<file path="src/rtl/ntt_bank_mapper.sv">
// ---------------------------------------------------------------------------
// ntt_bank_mapper
//
// Consumes the NTT address generator's butterfly-index stream. It collects
// each group of R = 2^RADIX_K consecutive indices and maps every index to a
// bank (sum of its RADIX_K-bit digits mod R) and a bank address (index with
// the lowest digit removed). It reorders the group into bank-lane order and
// queues it in a small FIFO that feeds the multi-bank memory controller.
//
// Ports
//   clk, rst       single rising-edge clock, synchronous active-high reset
//   order_in       butterfly index; only bits [LOGN-1:0] are used
//   order_valid    order_in valid this cycle (no backpressure to the source)
//   stage_done     pulse: the address generator finished all stages
//   grp_valid      FIFO head group available
//   grp_ready      consumer accepts the head group
//   grp_addr       lane b = [b*AW +: AW], bank address for bank b
//   grp_perm       lane b = [b*RADIX_K +: RADIX_K], arrival index of that beat
//   overflow       sticky: completed group dropped on a full FIFO
//   bank_conflict  sticky: two beats of one group hit the same bank
//   partial_err    sticky: stage_done arrived mid-group
//   done           pulse: everything delivered after stage_done
// ---------------------------------------------------------------------------
module ntt_bank_mapper #(
    parameter  int D_WIDTH    = 16,
    parameter  int LOGN       = 10,
    parameter  int RADIX_K    = 2,
    parameter  int FIFO_DEPTH = 4,
    localparam int R          = 1 << RADIX_K,
    localparam int AW         = LOGN - RADIX_K
) (
    input  logic                   clk,
    input  logic                   rst,
    input  logic [D_WIDTH-1:0]     order_in,
    input  logic                   order_valid,
    input  logic                   stage_done,
    output logic                   grp_valid,
    input  logic                   grp_ready,
    output logic [R*AW-1:0]        grp_addr,
    output logic [R*RADIX_K-1:0]   grp_perm,
    output logic                   overflow,
    output logic                   bank_conflict,
    output logic                   partial_err,
    output logic                   done
);

    localparam int                 ND            = LOGN / RADIX_K;
    localparam int                 PW            = (FIFO_DEPTH > 1) ? $clog2(FIFO_DEPTH) : 1;
    localparam logic [RADIX_K-1:0] CNT_LAST      = RADIX_K'(R - 1);
    localparam logic [PW:0]        FIFO_FULL_CNT = (PW + 1)'(FIFO_DEPTH);

    // ------------------------------------------------------------------
    // Per-beat bank mapping
    // ------------------------------------------------------------------
    logic [RADIX_K-1:0] beat_bank;
    logic [AW-1:0]      beat_addr;

    // NOTE: blocking assignments in always_comb; the accumulator has to see
    // its own update on every loop iteration.
    always_comb begin
        beat_bank = '0;
        for (int i = 0; i < ND; i++) begin
            // RADIX_K-bit wrap-around gives the mod-R reduction for free.
            beat_bank = beat_bank + order_in[i*RADIX_K +: RADIX_K];
        end
    end

    assign beat_addr = order_in[LOGN-1:RADIX_K];

    generate
        if (D_WIDTH > LOGN) begin : g_unused_hi
            logic unused_hi;
            assign unused_hi = ^order_in[D_WIDTH-1:LOGN];
        end
    endgenerate

    // ------------------------------------------------------------------
    // State
    // ------------------------------------------------------------------
    logic [RADIX_K-1:0]   cnt_q, cnt_d;
    logic [R-1:0]         occ_q, occ_d;
    logic [R*AW-1:0]      stg_addr_q, stg_addr_d;
    logic [R*RADIX_K-1:0] stg_perm_q, stg_perm_d;

    logic                 push_vld_q;
    logic [R*AW-1:0]      push_addr_q;
    logic [R*RADIX_K-1:0] push_perm_q;

    logic [R*AW-1:0]      fifo_addr_mem [FIFO_DEPTH];
    logic [R*RADIX_K-1:0] fifo_perm_mem [FIFO_DEPTH];
    logic [PW-1:0]        wr_ptr_q, rd_ptr_q;
    logic [PW:0]          count_q, count_d;

    logic                 overflow_q, conflict_q, partial_q;
    logic                 done_pending_q, done_pending_d;

    logic grp_complete, conflict_set, partial_set;
    logic fifo_empty, fifo_full, pop, push_wr, push_drop, done_fire;

    // ------------------------------------------------------------------
    // Collector: scatter each beat into its bank lane
    // ------------------------------------------------------------------
    // NOTE: every signal driven here gets a default first, so no path
    // through the block leaves a value unassigned and no latch is inferred.
    always_comb begin
        cnt_d        = cnt_q;
        occ_d        = occ_q;
        stg_addr_d   = stg_addr_q;
        stg_perm_d   = stg_perm_q;
        grp_complete = 1'b0;
        conflict_set = 1'b0;

        if (order_valid) begin
            stg_addr_d[beat_bank*AW +: AW]           = beat_addr;
            stg_perm_d[beat_bank*RADIX_K +: RADIX_K] = cnt_q;
            conflict_set                             = occ_q[beat_bank];
            occ_d[beat_bank]                         = 1'b1;
            if (cnt_q == CNT_LAST) begin
                grp_complete = 1'b1;
                cnt_d        = '0;
                occ_d        = '0;
            end else begin
                cnt_d = cnt_q + RADIX_K'(1);
            end
        end

        // A group still open after this cycle's beat is discarded.
        partial_set = stage_done && (cnt_d != '0);
        if (partial_set) begin
            cnt_d = '0;
            occ_d = '0;
        end
    end

    // ------------------------------------------------------------------
    // FIFO control
    // ------------------------------------------------------------------
    assign fifo_empty = (count_q == '0);
    assign fifo_full  = (count_q == FIFO_FULL_CNT);
    assign pop        = !fifo_empty && grp_ready;
    // A pop in the same cycle frees the slot, so a full FIFO still accepts.
    assign push_wr    = push_vld_q && (!fifo_full || pop);
    assign push_drop  = push_vld_q && fifo_full && !pop;

    always_comb begin
        count_d = count_q;
        unique case ({push_wr, pop})
            2'b10:   count_d = count_q + (PW + 1)'(1);
            2'b01:   count_d = count_q - (PW + 1)'(1);
            default: count_d = count_q;
        endcase
    end

    assign done_fire      = done_pending_q && (cnt_q == '0) && !push_vld_q && fifo_empty;
    assign done_pending_d = stage_done || (done_pending_q && !done_fire);

    // ------------------------------------------------------------------
    // Control registers
    // ------------------------------------------------------------------
    // NOTE: non-blocking assignments for all clocked state, so every
    // register samples the pre-edge value of the others.
    always_ff @(posedge clk) begin
        if (rst) begin
            cnt_q          <= '0;
            occ_q          <= '0;
            push_vld_q     <= 1'b0;
            wr_ptr_q       <= '0;
            rd_ptr_q       <= '0;
            count_q        <= '0;
            overflow_q     <= 1'b0;
            conflict_q     <= 1'b0;
            partial_q      <= 1'b0;
            done_pending_q <= 1'b0;
        end else begin
            cnt_q          <= cnt_d;
            occ_q          <= occ_d;
            push_vld_q     <= grp_complete;
            count_q        <= count_d;
            done_pending_q <= done_pending_d;
            if (push_wr)      wr_ptr_q   <= wr_ptr_q + PW'(1);
            if (pop)          rd_ptr_q   <= rd_ptr_q + PW'(1);
            if (push_drop)    overflow_q <= 1'b1;
            if (conflict_set) conflict_q <= 1'b1;
            if (partial_set)  partial_q  <= 1'b1;
        end
    end

    // ------------------------------------------------------------------
    // Datapath registers and FIFO storage
    // ------------------------------------------------------------------
    // NOTE: data-only storage is deliberately not reset; occupancy, the
    // push-stage valid and the FIFO pointers decide what is meaningful.
    always_ff @(posedge clk) begin
        stg_addr_q <= stg_addr_d;
        stg_perm_q <= stg_perm_d;
        if (grp_complete) begin
            // Captures the staging image including the completing beat.
            push_addr_q <= stg_addr_d;
            push_perm_q <= stg_perm_d;
        end
        if (push_wr) begin
            fifo_addr_mem[wr_ptr_q] <= push_addr_q;
            fifo_perm_mem[wr_ptr_q] <= push_perm_q;
        end
    end

    // ------------------------------------------------------------------
    // Outputs
    // ------------------------------------------------------------------
    assign grp_valid     = !fifo_empty;
    // Masked while empty so the unreset storage never shows on the port.
    assign grp_addr      = fifo_empty ? '0 : fifo_addr_mem[rd_ptr_q];
    assign grp_perm      = fifo_empty ? '0 : fifo_perm_mem[rd_ptr_q];
    assign overflow      = overflow_q;
    assign bank_conflict = conflict_q;
    assign partial_err   = partial_q;
    assign done          = done_fire;

endmodule

</file>
<file path="config.mk">
export PLATFORM = sky130hd
export DESIGN_NAME = ntt_bank_mapper
export DESIGN_NICKNAME = d
export VERILOG_FILES = /design/src/rtl/ntt_bank_mapper.sv
export SDC_FILE = /design/constraint.sdc
export NUM_CORES = 1
export LEC_CHECK = 0
export ABC_CLOCK_PERIOD_IN_PS = 4720
export CORE_MARGIN = 10
export CORE_UTILIZATION = 54
export CTS_CLUSTER_SIZE = 40
export DETAILED_ROUTE_END_ITERATION = 16
export HOLD_SLACK_MARGIN = 0.08
export PLACE_DENSITY = 0.74
export SLEW_MARGIN = 20
export SYNTH_ARGS = -nofsm -noshare
export SYNTH_HDL_FRONTEND = slang
export SYNTH_SLANG_ARGS = --single-unit
export TNS_END_PERCENT = 10
</file>
<file path="constraint.sdc">
create_clock -name clk -period 4.72 [get_ports clk]
set_input_delay 0.708 -clock clk [delete_from_list [all_inputs] [get_ports clk]]
set_output_delay 0.708 -clock clk [all_outputs]
set_load 0.02 [all_outputs]
</file>
=== Word level (Yosys, flattened, before mapping) ===
Memories as Yosys holds them, arrays and structs flattened. A register that Yosys moved wholly into a read port is not among the register bits.
Index checks and enable logic that the tools add are counted.

* Memories: 2
* RAM bits: 160
* Input bits: 21
* Flip-flop bits (word level): 98

{| class="wikitable"
|+ Memories
! memory !! depth !! width !! read ports !! clocked after memory_dff !! write ports !! line !! source
|-
| fifo_addr_mem || 4 || 32 || 1 || 1 || 1 || 89 || <nowiki>logic [R*AW-1:0] fifo_addr_mem [FIFO_DEPTH];</nowiki>
|-
| fifo_perm_mem || 4 || 8 || 1 || 1 || 1 || 90 || <nowiki>logic [R*RADIX_K-1:0] fifo_perm_mem [FIFO_DEPTH];</nowiki>
|}

* Shift operators: 4
* Bitwise gates (word level): 1
* Add/subtract/negate cells: 11
* Equality and inequality tests: 4
* Order comparisons: 2
* Muxes and demuxes: 23
* Reduce and logical (&&, ||, !) cells: 22

{| class="wikitable"
|+ Operators with widths
! kind !! count
|-
| $mux W32 || 2
|-
| $neg A3 Y34 || 1
|-
| $neg A5 Y34 || 1
|-
| $shift A2 B34 Y8 const A || 1
|-
| $shift A8 B34 Y32 const A || 1
|-
| $shiftx A2 B34 Y8 || 1
|-
| $shiftx A8 B34 Y32 || 1
|-
| $bwmux W32 || 1
|-
| $mux W8 || 2
|-
| $mux W2 || 6
|-
| $logic_and A1 B1 Y1 || 10
|-
| $add A2 B2 Y2 || 4
|-
| $bwmux W8 || 1
|-
| $mux W1 || 7
|-
| $add A2 B1 Y2 const B || 3
|-
| $pmux W3 S2 || 1
|-
| $logic_not A1 Y1 || 5
|-
| $eq A2 B2 Y1 const B || 2
|-
| $mux W4 || 1
|-
| $or A4 B4 Y4 || 1
|-
| $reduce_bool A2 Y1 || 2
|-
| $add A3 B1 Y3 const B || 1
|-
| $eq A3 B3 Y1 const B || 1
|-
| $logic_not A3 Y1 || 1
|-
| 9 further kinds || 10
|}

=== Logic depth before layout (Yosys ltp) ===
Gate-level depths: netlist (run 1).

* Depth in word-level cells: 10
* Depth in mapped cells: 12

=== Least setup slack after synthesis (run 1) ===
No wires, ideal clock.

* Kind: input -> register
* From: input order_in[0]
* To: register push_addr_q[16] (data pin)
* Arrival: 3.969 ns
* Setup time: 0.139 ns
* Data required time: 4.581 ns
* Stages on the path: 10
* Slack: 0.613 ns
* Buffers on the path: 0
* Cells stage by stage: fa_1 inv_1 fa_1 fa_1 xnor2_1 xnor3_2 inv_1 ha_1 nor4_2 a22o_1

* Word-level cells in the longest chain between the ends: 8
* Elaborated cells between the ends (all ways): 9
* Classes of those cells: add/sub (5); shift (2); mux (2)

{| class="wikitable"
|+ RTL lines
! what !! line !! source
|-
| from (decl) || 34 || <nowiki>input logic [D_WIDTH-1:0] order_in,</nowiki>
|-
| $add A2 B2 Y2 (*) (4 in series) || 64 || <nowiki>beat_bank = beat_bank + order_in[i*RADIX_K +: RADIX_K];</nowiki>
|-
| $neg A5 Y34 (*) || 114 || <nowiki>stg_addr_d[beat_bank*AW +: AW] = beat_addr;</nowiki>
|-
| $shiftx A8 B34 Y32 or $shift A8 B34 Y32 (tied branches) || 114 ||
|-
| $bwmux W32 (*) || 114 ||
|-
| $mux W32 (*) || 113 || <nowiki>if (order_valid) begin</nowiki>
|-
| via stg_addr_d[16] || 82 || <nowiki>logic [R*AW-1:0] stg_addr_q, stg_addr_d;</nowiki>
|-
| to (signal assigned) || 198 || <nowiki>push_addr_q <= stg_addr_d;</nowiki>
|-
| to (decl) || 86 || <nowiki>logic [R*AW-1:0] push_addr_q;</nowiki>
|}

The timed path passes the listed nets; every way through them passes the cells marked *.
A chain may end at the register's enable or synchronous reset.

=== Worst setup path after layout (run 1) ===
* From: input order_in[2]
* To: register push_addr_q[29] (data pin)

* Word-level cells in the longest chain between the ends: 8
* Elaborated cells between the ends (all ways): 9
* Classes of those cells: add/sub (5); shift (2); mux (2)

{| class="wikitable"
|+ RTL lines
! what !! line
|-
| $add A2 B2 Y2 (4 in series) || 64
|-
| $neg A5 Y34 || 114
|-
| $shiftx A8 B34 Y32 or $shift A8 B34 Y32 (tied branches) || 114
|-
| $bwmux W32 (*) || 114
|-
| $mux W32 (*) || 113
|-
| via stg_addr_d[29] || 82
|}

Marked as above.

==> results of run 1 <==
==> sequential cells by signal (all words and copies together) (netlist names), named ones only <==
name,flops
push_addr_q,32
stg_perm_q,8
count_q,3
fifo_addr_mem,128
overflow,1
done_pending_q,1
occ_q,4
push_perm_q,8
rd_ptr_q,2
wr_ptr_q,2
cnt_q,2
push_vld_q,1
stg_addr_q,32
fifo_perm_mem,32
partial_err,1
bank_conflict,1
==> placed cells by master (no fill, tap or decap), types with 2 or more instances in the layout <==
master / netlist / final
xnor2_1: 4 / 4
or3_1: 2 / 2
dfxtp_2: 0 / 2
a211oi_1: 2 / 2
clkdlybuf4s50_1: 0 / 59
clkbuf_8: 0 / 7
o21ai_0: 3 / 3
and3_1: 2 / 2
mux2_2: 2 / 2
nor2_1: 19 / 19
a22o_1: 38 / 38
and2_4: 0 / 5
nor2b_1: 3 / 3
mux4_2: 40 / 40
fa_1: 4 / 4
clkbuf_16: 0 / 27
nand3_1: 2 / 2
and2_1: 46 / 41
clkinv_2: 0 / 4
clkbuf_1: 16 / 6
nand2_1: 10 / 10
ha_1: 17 / 17
edfxtp_1: 200 / 200
inv_1: 18 / 18
dfxtp_1: 60 / 58
nor3_1: 2 / 2
xor2_1: 4 / 4
buf_4: 4 / 11
mux2i_1: 2 / 2
a21oi_1: 9 / 9
==> logic make-up (layout without fill, tap and decap cells) <==
logic type | Yosys count | count (layout) | share of synthesized area [%]
AO/OA/AOI/OAI | 54 | 54 | 4.40
adder cells (fa/ha/maj) | 21 | 21 | 3.03
XOR/XNOR | 10 | 10 | 1.20
multiplexers | 44 | 44 | 9.76
buffers and inverters | 41 | 134 | 1.79
AND/OR/NAND/NOR | 91 | 91 | 5.24
flip-flops | 260 | 260 | 74.6
==> power by group <==
group	switching [mW]	total [mW]	internal, mW
Combinational	0.239	0.436	0.197
Sequential	0.0444	2.64	2.60
Clock	0.796	1.95	1.15
Total	1.08	5.03	3.95
==> worst paths after layout <==
path | from | to | slack, ns
setup / recovery | order_in[2] | push_addr_q[29] | 0.44
hold / removal | partial_err | partial_err | 0.45
setup reg to reg | count_q[0] | count_q[2] | 2.18
hold reg to reg | partial_err | partial_err | 0.45
==> worst min-delay path, delay by kind of cell (launching register included) <==
kind	cells	cell delay (ns)
buffers and inverters	1	0.05
AOI/OAI and AO/OA	1	0.05
DFF	1	0.31
==> through the flow <==
step / utilization, % / setup slack [ns] / area, um2 / setup TNS [ns]
detailed placement: 60.6 / -0.0274 / 10500 / -0.117
CTS: 65.3 / 0.473 / 11400 / 0
global route: 65.3 / 0.290 / 11400 / 0
global placement: 60.4 / 0.127 / 10500 / 0
floorplan: - / 0.613 / 9660 / 0
finish: 65.3 / 0.445 / 11400 / 0
==> metal layers <==
metal	part of all wire (%)	global-route usage (%)	vias up	routed length, um
met4	1.5	3.87	0	276
li1	-	-	2144	-
met5	0	0	-	0
met1	42	19.6	2483	7500
met2	52	26.3	117	9370
met3	5.1	2.76	25	923
==> final cells by class <==
class                      count  area, um2
clock buffer                  40        795
clock inverter                 5       31.3
fill                        1171       6040
inverter                      18       67.6
multi-input combinational    220       2300
sequential                   260       7210
tap                          225        282
timing repair buffer          71        693
==> qor.txt, run 1 <==
first-pass GRT wire length -> 28900 um
wire per inst -> 21.5 um
input/output buffers -> 59
Tot GR Track Use -> 15.3%
Synth Instances -> 521
Power, Total -> 5.03 mW
RSZ-0062 raised after global routing -> no
Top cell by count, worst path -> fa_1
leakage -> 3.83 nW
Least-Margin Pin Slew -> 0.847 ns
part of the cycle the worst path needs -> 90.6%
I/O Pins -> 66
top cells by area, synth -> edfxtp_1 (62%), dfxtp_1 (12%), mux4_2 (9.3%)
Netlist cell types -> 34
# clock sinks -> 260
final antenna-violating net count -> 0
hold_buf cts -> 0
area grow syn2layout -> 17.7%
routed via count -> 4769
# rows -> 48
CTS tree -> yes
Reg clk slew, reported paths -> 0.06 ns
CP top delay family -> adder cells
Setup crit end kind -> flop
Congestion Overflow GR -> 0
core footprint -> 0.0174 mm2
Post-CTS Setup Bufs -> 0
WP buf/inv -> 2
most frequent cell after synthesis -> edfxtp_1
startpoint types -> input pin
CP max FO -> 9
status -> finished, final reports clean
Layout Nets -> 638
root buf cell -> clkbuf_16
Final HPWL DP -> 10800 um
Max transition margin -> 43.6%
Max Clock Skew -> 0.0161 ns
ANT cells -> 0
Die H -> 154 um
WHS -> 0.452 ns
Seq cells post-synth -> 260
clk_lat worst skew -> 0.51 ns
CTS resizes -> 0
async set-reset flop share out of synthesis -> 0%
detailed-route DRC error count -> 0
dominant cell type by area after synthesis -> edfxtp_1
top cell type's share of synthesized area -> 62.1%
initial antenna violation count -> 0
Critical Path Max Stage Delay -> 0.54 ns
first-pass iteration count of the detailed router -> 5
Critical Path, Cell by Cell -> clkdlybuf4s50_1, fa_1, inv_1, fa_1, fa_1, xnor2_1, xnor3_2, ha_1, nand2b_1, nor2_1, and3_1, a22o_1
Post-synth EDFFs -> 200
Die ar. -> 0.0236 mm2
synth cell count leaders -> edfxtp_1 (200), dfxtp_1 (60), and2_1 (46)
syn nets -> 563
H-tree lvl count -> 1
FMAX -> 0.234 GHz
pin count of the biggest net entering global routing -> 43
hold depth -> 2
Avg Inst Size Synth -> 18.5 um2
final hold vios -> 0
final setup violation count -> 0
Max Cap Viol -> 0
vias in the first global route -> 5247
Main synth FF type -> edfxtp_1
Synth Warn # -> 0
Clock Path Buffers -> 3
TritonCTS Buffers -> 25
GP Congestion -> 0.801
die width -> 154 um
Initial Utilization -> 55.5%
Slew Viols, Final -> 0
post-placement cell count -> 794
share of layout cells above drive strength 1 -> 16.9%
synthesized cell area -> 0.00966 mm2
Total Wirelength -> 18100 um
fin crit period -> 4.28 ns
Power Dens Cells -> 442 mW/mm2
Non-Filler Instances -> 839
average vias per placed instance -> 5.68
critical path depth -> 12
DRT iter0 DRCs -> 374
Seq/Total Area, Yosys -> 74.6%
min-delay worst type -> reg -> reg
Worst Reg2Reg Path Length in Cells -> 8
slowest CP cell -> fa_1
worst vdd ir -> 0.297 mV
Arr. time, crit path -> 4.63 ns
CP required -> 5.08 ns
CP Class -> in -> reg
Power figures use the tool's default switching activity.
==> inputs of run 2 (changes only) <==
--- a/config.mk
+++ b/config.mk
@@ -10,9 +10,10 @@
 export CORE_UTILIZATION = 54
 export CTS_CLUSTER_SIZE = 40
 export DETAILED_ROUTE_END_ITERATION = 16
+export GPL_ROUTABILITY_DRIVEN = 0
 export HOLD_SLACK_MARGIN = 0.08
 export PLACE_DENSITY = 0.74
-export SLEW_MARGIN = 20
+export SLEW_MARGIN = 30
 export SYNTH_ARGS = -nofsm -noshare
 export SYNTH_HDL_FRONTEND = slang
 export SYNTH_SLANG_ARGS = --single-unit
==> qor.txt, run 2 (synthesis results as in run 1) <==
TritonCTS Buffers -> 25
CP Class -> in -> reg
Top cell by count, worst path -> fa_1
Max transition margin -> 44.1%
Slew Viols, Final -> 0
FMAX -> 0.229 GHz
input/output buffers -> 59
reg2reg end -> count_q[2]
Critical Path Max Stage Delay -> 0.55 ns
Critical Path, Cell by Cell -> clkdlybuf4s50_1, fa_1, inv_1, fa_1, fa_1, xnor2_1, xnor3_2, ha_1, nand2b_1, nor2_1, and3_1, a22o_1
fin crit period -> 4.37 ns
Clock Path Buffers -> 3
area grow syn2layout -> 17.3%
Tot GR Track Use -> 15.2%
Power Dens Cells -> 439 mW/mm2
slowest CP cell -> fa_1
CTS resizes -> 0
worst vdd ir -> 0.292 mV
# fillers -> 1171
most flop-heavy register -> fifo_addr_mem
final worst slack -> 0.354 ns
first-pass GRT wire length -> 28700 um
H-tree lvl count -> 1
# rows -> 48
average vias per placed instance -> 5.66
CP required -> 5.08 ns
core footprint -> 0.0174 mm2
# clock sinks -> 260
Setup crit end kind -> flop
Post-CTS Setup Bufs -> 0
hold depth -> 2
Worst Min Path Start -> partial_err
Congestion Overflow GR -> 0
RSZ-0062 raised after global routing -> no
first-pass iteration count of the detailed router -> 4
final antenna-violating net count -> 0
detailed-route DRC error count -> 0
Non-Filler Instances -> 838
worst reg-to-reg setup slack -> 2.16 ns
Reg clk slew, reported paths -> 0.06 ns
dpl ws -> -0.000785 ns
final hold vios -> 0
min-delay worst type -> reg -> reg
cell area after layout -> 0.0113 mm2
routed via count -> 4747
clk_lat worst skew -> 0.50 ns
I/O Pins -> 66
register area -> 0.00721 mm2
share of layout cells above drive strength 1 -> 16.3%
Final HPWL DP -> 10700 um
commonest non-fill, non-tap cells in the layout -> edfxtp_1 (200), clkdlybuf4s50_1 (59), dfxtp_1 (58), and2_1 (41), mux4_2 (40)
Die H -> 154 um
area of the multi-input gates -> 0.00230 mm2
Initial Utilization -> 55.5%
initial antenna violation count -> 0
part of the cycle the worst path needs -> 92.5%
setup tns final -> 0 ns
Worst Reg2Reg Path Length in Cells -> 8
status -> finished, final reports clean
final setup violation count -> 0
Post-Route Utilization -> 65.1%
post-placement cell count -> 793
pin count of the biggest net entering global routing -> 43
WP buf/inv -> 2
CTS tree -> yes
Power, Total -> 4.97 mW
post-detailed-placement cell area -> 0.0105 mm2
root buf cell -> clkbuf_16
Die ar. -> 0.0236 mm2
DRT iter0 DRCs -> 322
die width -> 154 um
WHS -> 0.450 ns
CP max FO -> 9
Max Cap Viol -> 0
CP top delay family -> adder cells
CP Launch Point -> order_in[0]
max FFs per register -> 128
wire per inst -> 21.5 um
Max Clock Skew -> 0.00682 ns
Hold EP -> partial_err
Arr. time, crit path -> 4.73 ns
Layout Nets -> 637
ANT cells -> 0
startpoint types -> input pin
commonest non-fill, non-tap cell in the layout -> edfxtp_1
hold_buf cts -> 0
R2R Path Start -> count_q[0]
leakage -> 3.79 nW
vias in the first global route -> 5177
Total Wirelength -> 18000 um
Least-Margin Pin Slew -> 0.839 ns
run 2: final cells by class:
cell class	count	share of cell area, %
Clock buffer	42	6.89
Sequential cell	260	63.6
Inverter	18	0.596
Tap cell	225	2.48
Clock inverter	3	0.177
Multi-Input combinational cell	220	20.3
Timing Repair Buffer	70	5.94
run 2: worst max path at each step:
stage / end / slack (ns) / cells past startpoint
floorplan: push_addr_q[16] / 0.61 / 10
global placement: push_perm_q[6] / 0.13 / 12
detailed placement: push_addr_q[29] / -0.0008 / 12
CTS: push_addr_q[24] / 0.43 / 12
global route: push_perm_q[7] / 0.28 / 12
finish: push_perm_q[7] / 0.35 / 12
run 2: worst min-delay path, stage by stage (launching register included):
cell and delay [ns]:
dfxtp_1 0.31, inv_1 0.05, a21oi_1 0.05
run 2: power breakdown:
group / leakage, nW / switching, mW / internal [mW]
sequential: 2.30 / 0.0433 / 2.60
combinational: 1.11 / 0.235 / 0.197
clock: 0.386 / 0.776 / 1.12
total: 3.79 / 1.05 / 3.92
run 2: per-layer routing:
metal,part of all wire [%],vias to the layer above,GRT usage (%)
li1,-,2152,-
met1,41,2433,19.1
met2,51,129,26.5
met3,5.5,33,2.68
met4,2.2,0,4.32
met5,0,-,0
==> inputs of run 3 (changes only) <==
--- a/config.mk
+++ b/config.mk
@@ -12,7 +12,7 @@
 export DETAILED_ROUTE_END_ITERATION = 16
 export GPL_ROUTABILITY_DRIVEN = 0
 export HOLD_SLACK_MARGIN = 0.08
-export PLACE_DENSITY = 0.74
+export PLACE_DENSITY = 0.73
 export SLEW_MARGIN = 30
 export SYNTH_ARGS = -nofsm -noshare
 export SYNTH_HDL_FRONTEND = slang
==> qor.txt, run 3 (synthesis results as in run 1) <==
# clock sinks -> 260
clk_lat worst skew -> 0.51 ns
share of layout cells above drive strength 1 -> 17.2%
Least-Margin Pin Slew -> 0.841 ns
worst vdd ir -> 0.315 mV
Die ar. -> 0.0236 mm2
pin count of the biggest net entering global routing -> 43
R2R Path Start -> count_q[0]
Reg clk slew, reported paths -> 0.06 ns
startpoint types -> input pin
Max Clock Skew -> 0.00709 ns
Layout Nets -> 637
ANT cells -> 0
# rows -> 48
register area -> 0.00721 mm2
Arr. time, crit path -> 4.70 ns
core footprint -> 0.0174 mm2
average vias per placed instance -> 5.65
area grow syn2layout -> 18.7%
CP Launch Point -> order_in[2]
final hold vios -> 0
hold_buf cts -> 0
CTS tree -> yes
vias in the first global route -> 5131
leakage -> 3.87 nW
I/O Pins -> 66
final setup violation count -> 0
CP Class -> in -> reg
commonest non-fill, non-tap cells in the layout -> edfxtp_1 (200), clkdlybuf4s50_1 (59), dfxtp_1 (58), and2_1 (41), mux4_2 (40)
max FFs per register -> 128
part of the cycle the worst path needs -> 91.8%
dpl ws -> -0.109 ns
Congestion Overflow GR -> 0
Die H -> 154 um
Tot GR Track Use -> 15.1%
Final HPWL DP -> 10600 um
detailed-route DRC error count -> 0
Initial Utilization -> 55.5%
WHS -> 0.453 ns
min-delay worst type -> reg -> reg
root buf cell -> clkbuf_16
commonest non-fill, non-tap cell in the layout -> edfxtp_1
final worst slack -> 0.387 ns
status -> finished, final reports clean
Max transition margin -> 43.9%
Setup crit end kind -> flop
CP required -> 5.08 ns
first-pass GRT wire length -> 28600 um
CTS resizes -> 0
Power Dens Cells -> 462 mW/mm2
Post-Route Utilization -> 65.9%
setup tns final -> 0 ns
# fillers -> 1151
H-tree lvl count -> 1
initial antenna violation count -> 0
FMAX -> 0.231 GHz
fin crit period -> 4.33 ns
wire per inst -> 21.5 um
first-pass iteration count of the detailed router -> 4
Total Wirelength -> 18100 um
Clock Path Buffers -> 3
Post-CTS Setup Bufs -> 0
RSZ-0062 raised after global routing -> no
final antenna-violating net count -> 0
Worst Min Path Start -> partial_err
Max Cap Viol -> 0
area of the multi-input gates -> 0.00230 mm2
input/output buffers -> 59
TritonCTS Buffers -> 26
die width -> 154 um
routed via count -> 4749
DRT iter0 DRCs -> 323
most flop-heavy register -> fifo_addr_mem
Slew Viols, Final -> 0
CP max FO -> 9
==> run 3: path summary, 6_finish.rpt <==
check | endpoint | slack (ns) | cells after the start
max | push_addr_q[28] | 0.39 | 12
min reg2reg | partial_err | 0.45 | 2
min | partial_err | 0.45 | 2
max reg2reg | count_q[2] | 2.23 | 8
==> run 3: power breakdown <==
part / total (mW) / switching, mW / leakage [nW] / internal, mW
logic: 0.438 / 0.241 / 1.10 / 0.197
registers: 2.65 / 0.0466 / 2.30 / 2.60
clock network: 2.22 / 0.822 / 0.463 / 1.40
==> run 3: layer usage <==
| layer | global-route usage, % | up-vias | part of all wire [%] |
|---|---|---|---|
| met4 | 4.77 | 0 | 1.9 |
| met2 | 25.8 | 163 | 51 |
| met1 | 18.9 | 2409 | 39 |
| met5 | 0 | - | 0 |
| met3 | 3.29 | 24 | 7.7 |
| li1 | - | 2153 | - |
==> run 3: metrics by stage <==
stage | cell area (um2) | total power [mW] | std cells
global route | 11500 | 5.47 | 840
floorplan | 9660 | 2.97 | 521
finish | 11500 | 5.30 | 840
global placement | 10500 | 3.08 | 792
CTS | 11500 | 5.33 | 840
detailed placement | 10500 | 3.11 | 792
==> run 3: area by class of cell <==
cell class | count | share of cell area [%]
clock buffer | 35 | 6.59
multi-input combinational | 220 | 20.0
clock inverter | 13 | 1.71
timing repair buffer | 69 | 5.80
sequential | 260 | 62.8
inverter | 18 | 0.589
tap | 225 | 2.45
==> run 3: critical path: stages <==
cell             delay, ns
clkdlybuf4s50_1       0.51
fa_1                  0.55
inv_1                 0.05
fa_1                  0.48
fa_1                  0.41
xnor2_1               0.21
xnor3_2               0.41
ha_1                  0.26
nand2b_1              0.19
nor2_1                0.15
and3_1                0.51
a22o_1                0.25
